==> src/rtl/pc_next_if.sv <==
// Request/response bundle between hazard/decode logic and the next-PC unit.
// The master side issues stall and redirect requests; the slave side returns the fetch PC.
interface pc_next_if #(
  parameter int unsigned WIDTH = 32
);
  logic             stall;
  logic             br_take;
  logic [WIDTH-1:0] br_target;
  logic             jr_take;
  logic [WIDTH-1:0] jr_target;
  logic             jmp_take;
  logic [WIDTH-1:0] jmp_target;
  logic [WIDTH-1:0] pc;
  logic [WIDTH-1:0] pc_plus1;
  logic             redirect;
  logic             pending;

  modport master (
    output stall, br_take, br_target, jr_take, jr_target, jmp_take, jmp_target,
    input  pc, pc_plus1, redirect, pending
  );

  modport slave (
    input  stall, br_take, br_target, jr_take, jr_target, jmp_take, jmp_target,
    output pc, pc_plus1, redirect, pending
  );
endinterface

==> src/rtl/pc_next_unit.sv <==
// Next-PC generator: prioritised branch/jr/jmp select, stall hold, and a one-entry
// buffer that keeps a redirect raised during stall until fetch resumes.
module pc_next_unit #(
  parameter int unsigned      WIDTH    = 32,
  parameter logic [WIDTH-1:0] RESET_PC = '0
) (
  input logic     clk,
  input logic     rst,
  pc_next_if.slave bus
);

  localparam logic [WIDTH-1:0] One = {{(WIDTH-1){1'b0}}, 1'b1};

  logic [WIDTH-1:0] pc_q, pc_d;
  logic [WIDTH-1:0] pend_tgt_q, pend_tgt_d;
  logic             pend_v_q, pend_v_d;
  logic             redirect_q, redirect_d;
  logic             sel_take;
  logic [WIDTH-1:0] sel_target;

  // Older instruction (EX-stage branch) wins over ID-stage jumps.
  always_comb begin
    sel_take = bus.br_take | bus.jr_take | bus.jmp_take;
    if (bus.br_take) begin
      sel_target = bus.br_target;
    end else if (bus.jr_take) begin
      sel_target = bus.jr_target;
    end else begin
      sel_target = bus.jmp_target;
    end
  end

  always_comb begin
    pc_d       = pc_q;
    pend_v_d   = pend_v_q;
    pend_tgt_d = pend_tgt_q;
    redirect_d = 1'b0;
    if (!bus.stall) begin
      if (sel_take) begin
        pc_d       = sel_target;
        pend_v_d   = 1'b0;
        redirect_d = 1'b1;
      end else if (pend_v_q) begin
        pc_d       = pend_tgt_q;
        pend_v_d   = 1'b0;
        redirect_d = 1'b1;
      end else begin
        pc_d = pc_q + One;
      end
    end else if (sel_take) begin
      // A newer request during stall replaces any older buffered one.
      pend_v_d   = 1'b1;
      pend_tgt_d = sel_target;
    end
  end

  always_ff @(posedge clk) begin
    if (rst) begin
      pc_q       <= RESET_PC;
      pend_v_q   <= 1'b0;
      pend_tgt_q <= '0;
      redirect_q <= 1'b0;
    end else begin
      pc_q       <= pc_d;
      pend_v_q   <= pend_v_d;
      pend_tgt_q <= pend_tgt_d;
      redirect_q <= redirect_d;
    end
  end

  assign bus.pc       = pc_q;
  assign bus.pc_plus1 = pc_q + One;
  assign bus.redirect = redirect_q;
  assign bus.pending  = pend_v_q;

endmodule

==> src/flat_wrapper.sv <==
// flat-port wrapper written by rule: the top's interface ports become plain ports
module pc_next_unit_flat 
#(
  parameter int unsigned      WIDTH    = 32,
  parameter logic [WIDTH-1:0] RESET_PC = '0
)
  (clk, rst, bus_stall, bus_br_take, bus_br_target, bus_jr_take, bus_jr_target, bus_jmp_take, bus_jmp_target, bus_pc, bus_pc_plus1, bus_redirect, bus_pending);
  pc_next_if #(.WIDTH(WIDTH)) bus_i ();
  input logic clk;
  input logic rst;
  input wire logic [$bits(bus_i.stall)-1:0] bus_stall;
  input wire logic [$bits(bus_i.br_take)-1:0] bus_br_take;
  input wire logic [$bits(bus_i.br_target)-1:0] bus_br_target;
  input wire logic [$bits(bus_i.jr_take)-1:0] bus_jr_take;
  input wire logic [$bits(bus_i.jr_target)-1:0] bus_jr_target;
  input wire logic [$bits(bus_i.jmp_take)-1:0] bus_jmp_take;
  input wire logic [$bits(bus_i.jmp_target)-1:0] bus_jmp_target;
  output wire logic [$bits(bus_i.pc)-1:0] bus_pc;
  output wire logic [$bits(bus_i.pc_plus1)-1:0] bus_pc_plus1;
  output wire logic [$bits(bus_i.redirect)-1:0] bus_redirect;
  output wire logic [$bits(bus_i.pending)-1:0] bus_pending;
  assign bus_i.stall = bus_stall;
  assign bus_i.br_take = bus_br_take;
  assign bus_i.br_target = bus_br_target;
  assign bus_i.jr_take = bus_jr_take;
  assign bus_i.jr_target = bus_jr_target;
  assign bus_i.jmp_take = bus_jmp_take;
  assign bus_i.jmp_target = bus_jmp_target;
  assign bus_pc = bus_i.pc;
  assign bus_pc_plus1 = bus_i.pc_plus1;
  assign bus_redirect = bus_i.redirect;
  assign bus_pending = bus_i.pending;
  pc_next_unit #(.WIDTH(WIDTH), .RESET_PC(RESET_PC)) u_core (.clk(clk), .rst(rst), .bus(bus_i));
endmodule
==> config.mk <==
export PLATFORM = sky130hd
export DESIGN_NAME = pc_next_unit_flat
export DESIGN_NICKNAME = d
export VERILOG_FILES = /design/src/rtl/pc_next_if.sv /design/src/rtl/pc_next_unit.sv /design/src/flat_wrapper.sv
export SDC_FILE = /design/constraint.sdc
export NUM_CORES = 1
export LEC_CHECK = 0
export BUFFER_PORTS_ARGS = -buffer_cell sky130_fd_sc_hd__buf_2
export CORE_MARGIN = 5
export CORE_UTILIZATION = 25
export DETAILED_ROUTE_END_ITERATION = 10
export MAX_ROUTING_LAYER = met4
export PLACE_DENSITY_LB_ADDON = 0.12
export SLEW_MARGIN = 20
export SYNTH_ARGS = -nofsm -noshare
export SYNTH_HDL_FRONTEND = slang
export SYNTH_SLANG_ARGS = --single-unit
==> constraint.sdc <==
create_clock -name clk -period 2 [get_ports clk]
set_input_delay 0.1 -clock clk [delete_from_list [all_inputs] [get_ports clk]]
set_output_delay 0.1 -clock clk [all_outputs]
set_load 0.01 [all_outputs]
==> impl_metrics.env <==
export IMPL_dieArea_sq_mm=0.0207
export IMPL_diodes=0
export IMPL_synth_top_area_share_pct=29.5
export IMPL_ys_seq_area_share_pct=29.5
export IMPL_hp_class="in -> reg"
export IMPL_start_util_pct=25.2
export IMPL_min_to="u_core.pend_tgt_q[23]"
export IMPL_rsz0062_at_grt="true"
export IMPL_cap_violations=0
export IMPL_status="finished, violations left"
export IMPL_grt_overflow_total=0
export IMPL_cts_max_level=3
export IMPL_routed_wl_mm=18.4
export IMPL_reg2regPathDepth=10
export IMPL_async_flop_share_pct=0
export IMPL_r2r_end="u_core.bus.pc[24]"
export IMPL_ant_nets=0
export IMPL_arrival_ns=2.03
export IMPL_antenna_found_initial=0
export IMPL_critical_path_max_stage_delay_ns=0.56
export IMPL_synth_area_sq_mm=0.00448
export IMPL_synthFlopType="dfxtp_1"
export IMPL_fin_nets=935
export IMPL_clk_pin_slew_ns=0.06
export IMPL_finalSetupViolations=5
export IMPL_cts_tree="yes"
export IMPL_crit_required_ns=1.90
export IMPL_layout_drive_gt1_share_pct=42.1
export IMPL_cts_root_buf="clkbuf_16"
export IMPL_vias=5324
export IMPL_crit_path_top_delay_cell="or4_4"
export IMPL_syn_to_final_growth_pct=52.5
export IMPL_worstMarginPinSlew_ns=0.619
export IMPL_rows=49
export IMPL_violations="negative setup slack"
export IMPL_min_period_over_period_pct=106
export IMPL_skew_ns=0.00502
export IMPL_fmax_mhz=470
export IMPL_clk_latency_ns=0.34
export IMPL_design_core_area_sq_mm=0.0178
export IMPL_syn_num_nets=713
export IMPL_slew_headroom_pct=58.3
export IMPL_p_per_area_mw_per_mm2=578
export IMPL_synth_edf_count=0
export IMPL_period_needed_ns=2.13
export IMPL_post_place_ws_ns=-0.000791
export IMPL_synth_area_leaders="dfxtp_1, mux2i_1, nand2_1, a21oi_1, o21ai_0"
export IMPL_postSynthAreaPerCell_sq_um=7.34
export IMPL_chipWidth_microns=144
export IMPL_dp_hpwl_mm=14.1
export IMPL_synth_largest_area_cell="dfxtp_1"
export IMPL_cellLeakagePower_uw=0.00324
export IMPL_p_total_uw=3950
export IMPL_vias_per_cell=5.01
export IMPL_worst_hold_startpoint="bus_br_target[23]"
export IMPL_fp_dieH_microns=144
export IMPL_clock_path_buffers=2
export IMPL_drtPass1Iterations=5
export IMPL_ys_types=59
export IMPL_wl_per_cell_microns=17.3
export IMPL_grt_pass1_wl_mm=28.7
export IMPL_synth_cells=610
export IMPL_irDropWorstVdd_v=0.000372
export IMPL_crit_chain="nand4_1 -> or2_4 -> or4_4 -> xnor2_2 -> buf_2"
export IMPL_r2r_start="u_core.bus.pc[0]"
export IMPL_cp_max_fo=3
export IMPL_crit_type="reg -> out"
export IMPL_startpoint_type="register"
export IMPL_cts_hold_repair_buffers=0
export IMPL_synth_warnings=0
export IMPL_numCtsBuffers=9
export IMPL_gp_congestion=0.943
export IMPL_drt_iter0_drc=367
export IMPL_grt_max_degree=60
export IMPL_end_kind="primary output"
export IMPL_grt_use_total_pct=18.1
export IMPL_rrSetupSlack_ns=0.06
export IMPL_hold_path_depth=5
export IMPL_cts_sinks=66
export IMPL_finalHoldViolCount=0
export IMPL_numPortBuffers=167
export IMPL_fin_ws_ns=-0.126
export IMPL_ys_seq_elements=66
export IMPL_io_pins=168
export IMPL_nFillCells=1848
export IMPL_grt_pass1_vias=5084
export IMPL_report_final_slew_viol_count=0
export IMPL_drc=0
kinds of logic (layout without fill, tap and decap cells):
kind of cell    after synthesis  in the layout  share of synthesized area, %
compound gates              164            164                          23.0
xor+xnor                     30             30                          5.87
fa+ha+maj                     1              1                         0.280
buf+inv                      70            294                          6.01
flops                        66             66                          29.5
mux                          43             43                          9.78
simple gates                236            236                          25.6
synthesized netlist by cell type (2+ instances only):
master     number
a211o_1         2
a21o_1          5
a21oi_1        58
a221o_1         2
a221oi_1        7
a22oi_1         2
a31o_2          2
a31oi_1         5
a32o_1          2
and2_1          3
and3_1         13
and3_2          2
buf_1           5
buf_2           5
clkbuf_1       41
dfxtp_1        66
inv_1          19
mux2_2          6
mux2i_1        37
nand2_1        96
nand2b_1        2
nand3_1        23
nand4_1        13
nor2_1         47
nor2b_1         3
nor3_1          9
nor3_2          2
nor4_1          4
o2111ai_1       2
o211ai_1        4
o21a_1          4
o21ai_0        44
o221ai_1        2
o22ai_1         2
o311a_1         2
o311ai_0        3
o32ai_1         8
or2_2           4
or3_1           2
or3_4           2
or4_1           4
xnor2_1        22
xor2_1          8
layer usage:
| metal | routed length, microns | track usage [%] | part of all wire (%) |
|---|---|---|---|
| met4 | 220 | 4.66 | 1.2 |
| met2 | 8350 | 27.0 | 45 |
| met1 | 8790 | 25.5 | 48 |
| met5 | 0 | - | 0 |
| met3 | 1050 | 2.83 | 5.7 |
worst max-delay path: cells and delay by family (launching register included):
kind | cells | cell delay, ns
and+or+nand+nor | 3 | 1.08
DFF | 1 | 0.33
xor gates and xnor gates | 1 | 0.15
buffers and inverters | 1 | 0.14
through the flow:
| step | setup TNS [ns] | hold WS (ns) | util, % | cells | cell area [sq um] |
|---|---|---|---|---|---|
| 5_1_grt | -1.25 | 0.198 | 38.4 | 1063 | 6820 |
| 4_1_cts | -0.332 | 0.149 | 36.7 | 1053 | 6520 |
| 2_1_floorplan | 0 | 0.319 | - | 610 | 4480 |
| 3_5_place_dp | -0.000791 | 0.445 | 33.6 | 1024 | 5970 |
| 6_report | -0.286 | 0.159 | 38.4 | 1063 | 6820 |
| 3_3_place_gp | 0 | 0.439 | 33.6 | 1024 | 5970 |
where the power goes:
| group | internal, uW | switching, uW |
|---|---|---|
| clock network | 887 | 585 |
| logic | 443 | 558 |
| registers | 1410 | 63.4 |
how the worst max path moves through the flow:
stage	slack, ns	startpoint	end
after floorplan	0.03	u_core.bus.pc[10]	u_core.bus.pc[21]
after global placement	0.03	u_core.bus.pc[0]	u_core.bus.pc[28]
after detailed placement	-0.0008	u_core.bus.pc[1]	u_core.bus.pc[28]
after CTS	-0.13	u_core.bus.pc[4]	bus_pc_plus1[23]
after global routing	-0.18	u_core.bus.pc[26]	bus_pc_plus1[31]
final	-0.13	u_core.bus.pc[4]	bus_pc_plus1[23]
area by class of cell:
cell class / instances / area [sq um] / area share (%)
tap: 229 / 287 / 4.20
inverter: 19 / 71.3 / 1.05
multi-input combinational: 474 / 3180 / 46.6
clock buffer: 13 / 260 / 3.81
timing repair buffer: 262 / 1670 / 24.5
sequential: 66 / 1360 / 19.9
registers in the layout, summed over array words and instances, names as in the netlist:
name,cells
u_core.pend_tgt_q,32
u_core.bus.pc,32
u_core.bus.redirect,1
u_core.bus.pending,1
placed cells by master (no fill, tap or decap), types with 4 or more instances in the layout:
cell       instances
buf_2            166
nand2_1           94
buf_4             77
a21oi_1           58
dfxtp_1           45
nor2_1            44
o21ai_0           44
mux2i_1           37
inv_1             19
nand3_1           18
dfxtp_2           18
xnor2_1           14
nand4_1           13
buf_6             13
and3_1            11
clkbuf_16          9
xnor2_2            8
o32ai_1            8
xor2_1             7
a221oi_1           7
mux2_2             6
nor3_1             5
a31oi_1            5
a21o_1             5
buf_12             5
nor4_4             4
nor3_4             4
o21a_1             4
o211ai_1           4
what timing repair did:
action / in CTS / in global routing
resized for setup: 43 / 45
endpoints found under the setup margin: 23 / 24
setup buffers: 16 / 12
pin swaps: 19 / 22
(Power assumes the default switching activity.)
